--- src/rtl/fft_frame_feeder.sv ---
// ADC front-end for the 256-point FFT input buffer: offset-binary to two's complement,
// block-average decimation, rising-edge level trigger with auto-timeout, frame write-out.
module fft_frame_feeder #(
    parameter int unsigned ADC_WIDTH    = 12,
    parameter int unsigned DATA_WIDTH   = 12,
    parameter int unsigned ADDR_WIDTH   = 8,
    parameter int unsigned TRIG_TIMEOUT = 1024
) (
    input  logic                  clk,
    input  logic                  rst,
    input  logic [ADC_WIDTH-1:0]  adc_data,
    input  logic                  adc_valid,
    input  logic [2:0]            dec_shift,
    input  logic                  trig_en,
    input  logic [DATA_WIDTH-1:0] trig_level,
    input  logic                  s_axis_data_tready,
    output logic [DATA_WIDTH-1:0] fft_data_in,
    output logic [ADDR_WIDTH-1:0] fft_addr_in,
    output logic                  fft_data_in_en,
    output logic                  busy,
    output logic                  frame_done,
    output logic                  trig_timeout,
    output logic                  overrun
);

    localparam int unsigned ACC_WIDTH = DATA_WIDTH + 7;
    localparam int unsigned TO_WIDTH  = $clog2(TRIG_TIMEOUT + 1);

    typedef enum logic [2:0] {
        IDLE,
        ARM,
        WAIT_TRIG,
        CAPTURE,
        DONE_WAIT
    } state_t;

    state_t state_q, state_d;

    // Stage 1: inverting the MSB turns offset-binary into two's complement
    logic signed [ADC_WIDTH-1:0]  s_raw;
    logic signed [DATA_WIDTH-1:0] s_q;
    logic                         s_v_q;

    assign s_raw = {~adc_data[ADC_WIDTH-1], adc_data[ADC_WIDTH-2:0]};

    always_ff @(posedge clk or posedge rst) begin
        if (rst) begin
            s_q   <= '0;
            s_v_q <= 1'b0;
        end else begin
            s_q   <= DATA_WIDTH'(s_raw);
            s_v_q <= adc_valid;
        end
    end

    // Stage 2: decimator
    logic [2:0]                   dec_shift_q;
    logic signed [ACC_WIDTH-1:0]  acc_q;
    logic signed [ACC_WIDTH-1:0]  acc_sum;
    logic [6:0]                   dec_cnt_q;
    logic [6:0]                   dec_last;
    logic                         dec_valid_q;
    logic signed [DATA_WIDTH-1:0] dec_sample_q;

    assign acc_sum  = acc_q + ACC_WIDTH'(s_q);
    assign dec_last = 7'((8'd1 << dec_shift_q) - 8'd1);

    always_ff @(posedge clk or posedge rst) begin
        if (rst) begin
            dec_shift_q  <= '0;
            acc_q        <= '0;
            dec_cnt_q    <= '0;
            dec_valid_q  <= 1'b0;
            dec_sample_q <= '0;
        end else if (state_q == ARM) begin
            dec_shift_q <= dec_shift;
            acc_q       <= '0;
            dec_cnt_q   <= '0;
            dec_valid_q <= 1'b0;
        end else begin
            dec_valid_q <= 1'b0;
            if (s_v_q) begin
                if (dec_cnt_q == dec_last) begin
                    dec_sample_q <= DATA_WIDTH'(acc_sum >>> dec_shift_q);
                    dec_valid_q  <= 1'b1;
                    acc_q        <= '0;
                    dec_cnt_q    <= '0;
                end else begin
                    acc_q     <= acc_sum;
                    dec_cnt_q <= dec_cnt_q + 7'd1;
                end
            end
        end
    end

    // Frame control
    logic signed [DATA_WIDTH-1:0] prev_q, prev_d;
    logic                         prev_valid_q, prev_valid_d;
    logic [TO_WIDTH-1:0]          to_cnt_q, to_cnt_d;
    logic [ADDR_WIDTH-1:0]        wr_cnt_q, wr_cnt_d;
    logic                         trig_timeout_q, trig_timeout_d;
    logic                         overrun_q, overrun_d;
    logic [DATA_WIDTH-1:0]        fft_data_q, fft_data_d;
    logic [ADDR_WIDTH-1:0]        fft_addr_q, fft_addr_d;
    logic                         fft_en_q, fft_en_d;
    logic                         frame_done_q, frame_done_d;
    logic                         lvl_hit, to_hit;

    always_ff @(posedge clk or posedge rst) begin
        if (rst) begin
            state_q        <= IDLE;
            prev_q         <= '0;
            prev_valid_q   <= 1'b0;
            to_cnt_q       <= '0;
            wr_cnt_q       <= '0;
            trig_timeout_q <= 1'b0;
            overrun_q      <= 1'b0;
            fft_data_q     <= '0;
            fft_addr_q     <= '0;
            fft_en_q       <= 1'b0;
            frame_done_q   <= 1'b0;
        end else begin
            state_q        <= state_d;
            prev_q         <= prev_d;
            prev_valid_q   <= prev_valid_d;
            to_cnt_q       <= to_cnt_d;
            wr_cnt_q       <= wr_cnt_d;
            trig_timeout_q <= trig_timeout_d;
            overrun_q      <= overrun_d;
            fft_data_q     <= fft_data_d;
            fft_addr_q     <= fft_addr_d;
            fft_en_q       <= fft_en_d;
            frame_done_q   <= frame_done_d;
        end
    end

    assign lvl_hit = prev_valid_q && (prev_q < $signed(trig_level))
                     && (dec_sample_q >= $signed(trig_level));
    assign to_hit  = (to_cnt_q == TO_WIDTH'(TRIG_TIMEOUT - 1));

    always_comb begin
        state_d        = state_q;
        prev_d         = prev_q;
        prev_valid_d   = prev_valid_q;
        to_cnt_d       = to_cnt_q;
        wr_cnt_d       = wr_cnt_q;
        trig_timeout_d = trig_timeout_q;
        overrun_d      = overrun_q;
        fft_data_d     = fft_data_q;
        fft_addr_d     = fft_addr_q;
        fft_en_d       = 1'b0;
        // Pulse lands the cycle after the last-address strobe
        frame_done_d   = fft_en_q && (fft_addr_q == '1);

        case (state_q)
            IDLE: begin
                if (s_axis_data_tready) state_d = ARM;
            end
            ARM: begin
                prev_valid_d   = 1'b0;
                to_cnt_d       = '0;
                trig_timeout_d = 1'b0;
                overrun_d      = 1'b0;
                state_d        = WAIT_TRIG;
            end
            WAIT_TRIG: begin
                if (dec_valid_q) begin
                    if (!trig_en || lvl_hit || to_hit) begin
                        // Flag only frames that were forced, not genuine crossings
                        if (trig_en && !lvl_hit) trig_timeout_d = 1'b1;
                        fft_en_d   = 1'b1;
                        fft_data_d = dec_sample_q;
                        fft_addr_d = '0;
                        wr_cnt_d   = ADDR_WIDTH'(1);
                        state_d    = CAPTURE;
                    end else begin
                        prev_d       = dec_sample_q;
                        prev_valid_d = 1'b1;
                        to_cnt_d     = to_cnt_q + TO_WIDTH'(1);
                    end
                end
            end
            CAPTURE: begin
                if (dec_valid_q) begin
                    if (s_axis_data_tready) begin
                        fft_en_d   = 1'b1;
                        fft_data_d = dec_sample_q;
                        fft_addr_d = wr_cnt_q;
                        wr_cnt_d   = wr_cnt_q + ADDR_WIDTH'(1);
                        if (wr_cnt_q == '1) state_d = DONE_WAIT;
                    end else begin
                        overrun_d = 1'b1;
                    end
                end
            end
            DONE_WAIT: begin
                if (!s_axis_data_tready) state_d = IDLE;
            end
            default: state_d = IDLE;
        endcase
    end

    assign fft_data_in    = fft_data_q;
    assign fft_addr_in    = fft_addr_q;
    assign fft_data_in_en = fft_en_q;
    assign busy           = (state_q != IDLE);
    assign frame_done     = frame_done_q;
    assign trig_timeout   = trig_timeout_q;
    assign overrun        = overrun_q;

endmodule

--- config.mk ---
export PLATFORM = sky130hd
export DESIGN_NAME = fft_frame_feeder
export DESIGN_NICKNAME = d
export VERILOG_FILES = /design/src/rtl/fft_frame_feeder.sv
export SDC_FILE = /design/constraint.sdc
export NUM_CORES = 1
export LEC_CHECK = 0
export BUFFER_PORTS_ARGS = -buffer_cell sky130_fd_sc_hd__buf_4
export CORE_ASPECT_RATIO = 1.2
export CORE_MARGIN = 1
export CORE_UTILIZATION = 40
export DETAILED_ROUTE_END_ITERATION = 7
export GPL_ROUTABILITY_DRIVEN = 0
export HOLD_SLACK_MARGIN = 0.03
export PLACE_DENSITY = 0.58
export SKIP_CTS_REPAIR_TIMING = 1
export SYNTH_ARGS = -nofsm -noshare
export SYNTH_HDL_FRONTEND = slang
export SYNTH_SLANG_ARGS = --single-unit
--- constraint.sdc ---
create_clock -name clk -period 3.4 [get_ports clk]
set_input_delay 0 -clock clk [delete_from_list [all_inputs] [get_ports clk]]
set_output_delay 0 -clock clk [all_outputs]
set_load 0.03 [all_outputs]
==> metrics, run 1 <==
status finished clean; Synth async-reset ratio 1.00; initial DRC count 331; busiest grt layer met2; diode count 0; final instance area roughly 0.0086 mm^2; Netlist Area Pre-Place approximately 0.0071 mm^2; Area contributors post-synth dfrtp_1, ha_1, mux2_2; Cell variety after synth between 70 and 80; Comb pwr share 0.384; cell taking the most area after synthesis dfrtp_1; chip width between 100 and 150 um; reg2reg setup slack 0.25 ns; leading cell type in the layout, fill and taps excluded dfrtp_1; RSZ-0062 raised after global routing no; Root Buffer clkbuf_16; Initial DRT Pass Iterations 5; GR Util All Layers 0.201; Die Span Y between 100 and 150 um; Min Clock Period, post-route between 3 and 4 ns; WS Path Type register to register; # rows 52; clock skew slightly below 0.01 ns; Synth Area per Inst between 9 and 10 um^2; worst-path cell chain ha_1 > fa_1 > a21o_1 > a221oi_2 > o21ai_1 > nor2_1 > o21ai_0 > xnor2_1 > a311oi_2 > a221o_1; grt met2 use 0.332; EDFF count, synth 0; endpoint required time on the critical path 3.69 ns; PwrDens between 600 and 700 mW/mm^2; placed cell area between 0.007 and 0.008 mm^2; slowest stage delay, CP ~0.41 ns; crit share post-route 0.925; placed cells 991; Max-slew headroom 0.460; clock slew at reported path FFs ~0.06 ns; Post-DP HPWL approximately 13,000 um; Post-Route WL approximately 17,000 um; Final ANT Viol Nets 0; register area share after synthesis 0.403; clk buf depth 2; drt drc 0; Finished Layout Cells slightly above 1,000; Warnings, synthesis 0; Port Buffers 56; final hold vios 0; CTS sink cnt roughly 110; crit path max-delay cell type fa_1; Max VDD drop ~360 uV; final setup fails 0; WHS 0.00470 ns; Internal Power between 3000 and 4000 uW; share of power burned in registers 0.282; clock latency at the later pin of the worst-skew pair about 0.41 ns; Area Overhead vs Synth 20.9%; grt ovf 0; vias in the first global route around 5,800; H-tree Lvls 4; die area approximately 0.018 mm^2; Switch Pwr 2060 uW; routed vias between 5,000 and 6,000; Main synth FF type dfrtp_1; NumNets Final roughly 900; f_max 0.318 GHz; DR WL/cell around 17 um; Hold/Removal Path Class primary input to register; core area between 0.015 and 0.02 mm^2; CP arrival 3.43 ns; Starting Density 0.414; Setup crit start kind register; Via density ~5.6; Synth Register Bits 114; syn nets slightly above 800; CTS tree yes; initial antenna violation count 0; met3 Use GR 0.0394; peak fanout along the critical path 5; post-synth top area share 0.403; IO Count 57; Post-Route Setup TNS 0 ns; Pleak just over 0.004 uW; CTS Buf Count 17; max_cap viols 0; Syn Inst Count 735; most frequent cells in the layout dfrtp_1, buf_4, nand2_1; endpoint class of the critical path register; GR Util met1 0.254; switch share 0.364; Clk network pwr share 0.334; first-pass GRT wire length roughly 29,000 um; layout cell share with drive strength beyond 1 0.208; count of final max-slew check failures 0; worst slew pin tran ~0.8 ns; largest net degree at the start of global routing 65
==> through the flow <==
step	utilization	worst slack, ns	power [uW]
5_1_grt	0.500	0.0585	6010
4_1_cts	0.490	0.146	5650
6_report	0.500	0.254	5650
3_5_place_dp	0.454	0.189	3730
3_3_place_gp	0.454	0.283	3700
2_1_floorplan	-	0.148	3200
==> power groups by stage <==
stage               combinational (uW)  sequential [uW]  clock (uW)
floorplan                         1620             1580           0
global placement                  2090             1620           0
detailed placement                2120             1610           0
CTS                               2130             1590        1930
global route                      2410             1610        1990
finish                            2170             1600        1890
==> sequential cells by signal, indices dropped and copies added (netlist names), 3 cells and up <==
name,cells
fft_addr_in,8
s_q,12
acc_q,19
dec_shift_q,3
dec_sample_q,12
fft_data_in,12
wr_cnt_q,8
to_cnt_q,11
dec_cnt_q,7
state_q,3
prev_q,12
==> path summary, 6_finish.rpt <==
check,from,endpoint,cells after the start
setup / recovery,s_q[0]$_DFF_PP0_,dec_sample_q[10]$_DFFE_PP0P_,10
hold / removal,s_axis_data_tready,overrun$_DFFE_PP0P_,4
setup reg to reg,s_q[0]$_DFF_PP0_,dec_sample_q[10]$_DFFE_PP0P_,10
hold reg to reg,prev_valid_q$_DFFE_PP0P_,prev_valid_q$_DFFE_PP0P_,2
max in group asynchronous,rst,acc_q[1]$_DFFE_PP0P_,4
min in group asynchronous,rst,fft_data_in_en$_DFF_PP0_,3
==> worst max-delay path: cells and delay by family (launching register included) <==
family,cells,cell delay (ns)
flip-flops,1,0.37
AO/OA/AOI/OAI,6,1.44
XOR/XNOR,1,0.36
AND/OR/NAND/NOR,1,0.20
adder cells (fa/ha/maj),2,0.65
==> final cells by class <==
cell class | count | area, um^2
clock buffer | 18 | 439
clock inverter | 13 | 184
fill | 1594 | 8550
inverter | 42 | 160
multi-input combinational | 544 | 3920
sequential | 114 | 2850
tap | 216 | 270
timing repair buffer | 92 | 733
==> metal layers <==
layer,vias to the layer above,part of all wire,wire (um)
met2,128,0.49,8460
met5,-,0,0
met3,34,0.033,574
met4,0,0.027,463
li1,2842,-,-
met1,2789,0.45,7670
==> kinds of logic after synthesis <==
| group | after synthesis | synth area share |
|---|---|---|
| multiplexers | 54 | 0.0835 |
| flip-flops | 114 | 0.403 |
| AO/OA/AOI/OAI | 184 | 0.185 |
| XOR/XNOR | 25 | 0.0320 |
| buffers and inverters | 77 | 0.0470 |
| adder cells (fa/ha/maj) | 46 | 0.0823 |
| AND/OR/NAND/NOR | 235 | 0.167 |
==> cells in the mapped netlist, types with 6 or more instances <==
cell type / instances
nand2_1: 69
a221o_1: 7
a22o_1: 17
mux2i_1: 22
a21oi_1: 32
nand4_1: 9
nor2b_1: 8
a31oi_1: 6
o31ai_1: 8
mux2_2: 31
xnor2_1: 18
nor2_1: 42
dfrtp_1: 114
and2_1: 6
buf_2: 7
nor3_1: 21
o21ai_0: 42
inv_1: 42
clkbuf_1: 19
xor2_1: 6
nor4_1: 7
ha_1: 45
a21o_1: 15
and3_1: 9
nand3_1: 30
Note: power is estimated with default switching activity, not from simulation.
==> run 2, diff against run 1 <==
--- a/config.mk
+++ b/config.mk
@@ -8,2 +8,4 @@
 export BUFFER_PORTS_ARGS = -buffer_cell sky130_fd_sc_hd__buf_4
+export CELL_PAD_IN_SITES_DETAIL_PLACEMENT = 1
+export CELL_PAD_IN_SITES_GLOBAL_PLACEMENT = 1
 export CORE_ASPECT_RATIO = 1.2
@@ -11,2 +13,3 @@
 export CORE_UTILIZATION = 40
+export CTS_BUF_LIST = sky130_fd_sc_hd__clkbuf_8 sky130_fd_sc_hd__clkbuf_16
 export DETAILED_ROUTE_END_ITERATION = 7
@@ -14,3 +17,3 @@
 export HOLD_SLACK_MARGIN = 0.03
-export PLACE_DENSITY = 0.58
+export PLACE_DENSITY = 0.72
 export SKIP_CTS_REPAIR_TIMING = 1
--- a/constraint.sdc
+++ b/constraint.sdc
@@ -3,2 +3,2 @@
 set_output_delay 0 -clock clk [all_outputs]
-set_load 0.03 [all_outputs]
+set_load 0.02 [all_outputs]
==> run 2 against run 1 <==
Effect of this change: fmax down 1.6%; first-iteration DRC count down 27%; final cell count up 0.29%; clock skew up 0.00089 ns; sequential share of layout area up 0.078 points; clock power down 10%; die area unchanged; global-route usage up 2.9 points; worst setup slack worse by 0.051 ns; design area down 0.23%; flip-flop and latch count unchanged; critical path type unchanged; critical endpoint is now dec_sample_q[11]$_DFFE_PP0P_; worst hold slack better by 0.021 ns.
==> metrics, run 2 (same netlist as run 1, synthesis figures left out) <==
status finished clean; crit share post-route 0.940 (+0.0149); endpoint class of the critical path register; count of final max-slew check failures 0 (unchanged); Setup crit start kind register; final setup fails 0 (unchanged); # rows 52 (unchanged); largest net degree at the start of global routing 74 (+14%); largest register by flop count acc_q; routed vias 6,011 (+3.8%); WS Path Type register to register; Final ANT Viol Nets 0 (unchanged); met3 wire len 480 um (-16%); diode count 0 (unchanged); # fillers 1,923 (+21%); RSZ-0062 raised after global routing no; Port Buffers 56 (unchanged); GR Util All Layers 0.230 (+0.0288); PwrDens 648 mW/mm^2 (-1.8%); Min Clock Period, post-route 3.20 ns (+0.0507 ns); initial DRC count 242 (-27%); layout cell share with drive strength beyond 1 0.209 (+0.00167); first-pass GRT wire length 32,500 um (+13%); Max-slew headroom 0.381 (-0.0785); CP arrival 3.51 ns (+0.08 ns); worst slew pin tran 0.928 ns (+0.118 ns); core area 0.0171 mm^2 (unchanged); die area 0.0183 mm^2 (unchanged); CTS sink cnt 114 (unchanged); f_max 0.313 GHz (-1.6%); peak fanout along the critical path 11 (+6); Starting Density 0.414 (unchanged); Via density 5.77 (+3.5%); max_cap viols 0 (unchanged); initial antenna violation count 0 (unchanged); H-tree Lvls 4 (unchanged); Hold/Removal Path Class primary input to register; vias in the first global route 6,407 (+11%); Post-DP HPWL 14,400 um (+13%); leading cell type in the layout, fill and taps excluded dfrtp_1; Max Used Layer met4; clock slew at reported path FFs 0.05 ns (about the same); Max VDD drop 383 uV (+7.2%); CTS Buf Count 17 (unchanged); Met1 Wirelength 8360 um (+9.0%); CTS tree yes; DR WL/cell 18.8 um (+14%); clock skew 0.0108 ns (+0.000894 ns); Finished Layout Cells 1,042 (+0.29%); worst setup margin 0.203 ns (-0.0507 ns); WL met2 10,500 um (+24%); clock latency at the later pin of the worst-skew pair 0.42 ns (about the same); Area Overhead vs Synth 20.6%; placed cells 993 (+0.20%); Post-Route WL 19,600 um (+14%); Die Span Y 148 um (unchanged); Initial DRT Pass Iterations 6 (+1); clk buf depth 2 (unchanged); endpoint required time on the critical path 3.72 ns (+0.03 ns); worst slack, placed -0.0471 ns (-0.236 ns); drt drc 0 (unchanged); IO Count 57 (unchanged); chip width 123 um (unchanged); NumNets Final 891 (+0.22%); grt ovf 0 (unchanged); most frequent cells in the layout dfrtp_1, buf_4, nand2_1; max reg flops 19 (unchanged); final hold vios 0 (unchanged); Pleak 0.00413 uW (about the same); Root Buffer clkbuf_16
==> run 2: stage by stage <==
step	hold slack [ns]	util	power [uW]	setup TNS, ns	cell area, um^2
after floorplan	0.0314	-	3200	0	7090
after global routing	0.0487	0.499	5860	0	8540
final	0.0255	0.499	5540	0	8540
after global placement	0.109	0.455	3720	-0.0135	7780
after CTS	-0.332	0.487	5520	-0.158	8340
after detailed placement	0.110	0.455	3790	-0.0765	7780
==> run 2: layout make-up <==
cell class	count	area, um^2	area share
inverters	42	160	0.0187
clock buffers	20	467	0.0546
clock inverters	12	93.8	0.0110
well taps	216	270	0.0316
repair buffers	94	752	0.0880
flip-flops and latches	114	2850	0.334
multi-input cells	544	3950	0.462
==> run 2: worst max-delay path, stage by stage (launching register included) <==
cell	delay, ns
dfrtp_1	0.52
ha_1	0.54
nand2_1	0.21
a32oi_1	0.50
or3_1	0.18
nand3_1	0.08
nor4_1	0.51
a32oi_1	0.21
o211a_1	0.15
o211ai_1	0.20
==> run 2: worst paths after layout <==
| check | from | to | slack [ns] | cells after the start |
|---|---|---|---|---|
| worst max-delay path | s_q[11]$_DFF_PP0_ | dec_sample_q[11]$_DFFE_PP0P_ | 0.20 | 9 |
| min in group asynchronous | rst | fft_data_in[4]$_DFFE_PP0P_ | 0.35 | 3 |
| worst min register to register | acc_q[13]$_DFFE_PP0P_ | acc_q[13]$_DFFE_PP0P_ | 0.49 | 2 |
| worst min-delay path | s_axis_data_tready | overrun$_DFFE_PP0P_ | 0.03 | 4 |
| max in group asynchronous | rst | fft_data_in[11]$_DFFE_PP0P_ | 2.14 | 4 |
| worst max register to register | s_q[11]$_DFF_PP0_ | dec_sample_q[11]$_DFFE_PP0P_ | 0.20 | 9 |
==> run 2: metal layers <==
metal | vias to the layer above | track usage
met5 | - | 0
met4 | 0 | 0.0759
met3 | 25 | 0.0436
met2 | 97 | 0.413
met1 | 3047 | 0.271
li1 | 2842 | -
==> run 2: report_power, final <==
part	total (uW)	switching [uW]	internal, uW
Combinational	2240	1360	881
Clock	1700	648	1050
Sequential	1600	108	1490
Total	5540	2120	3420
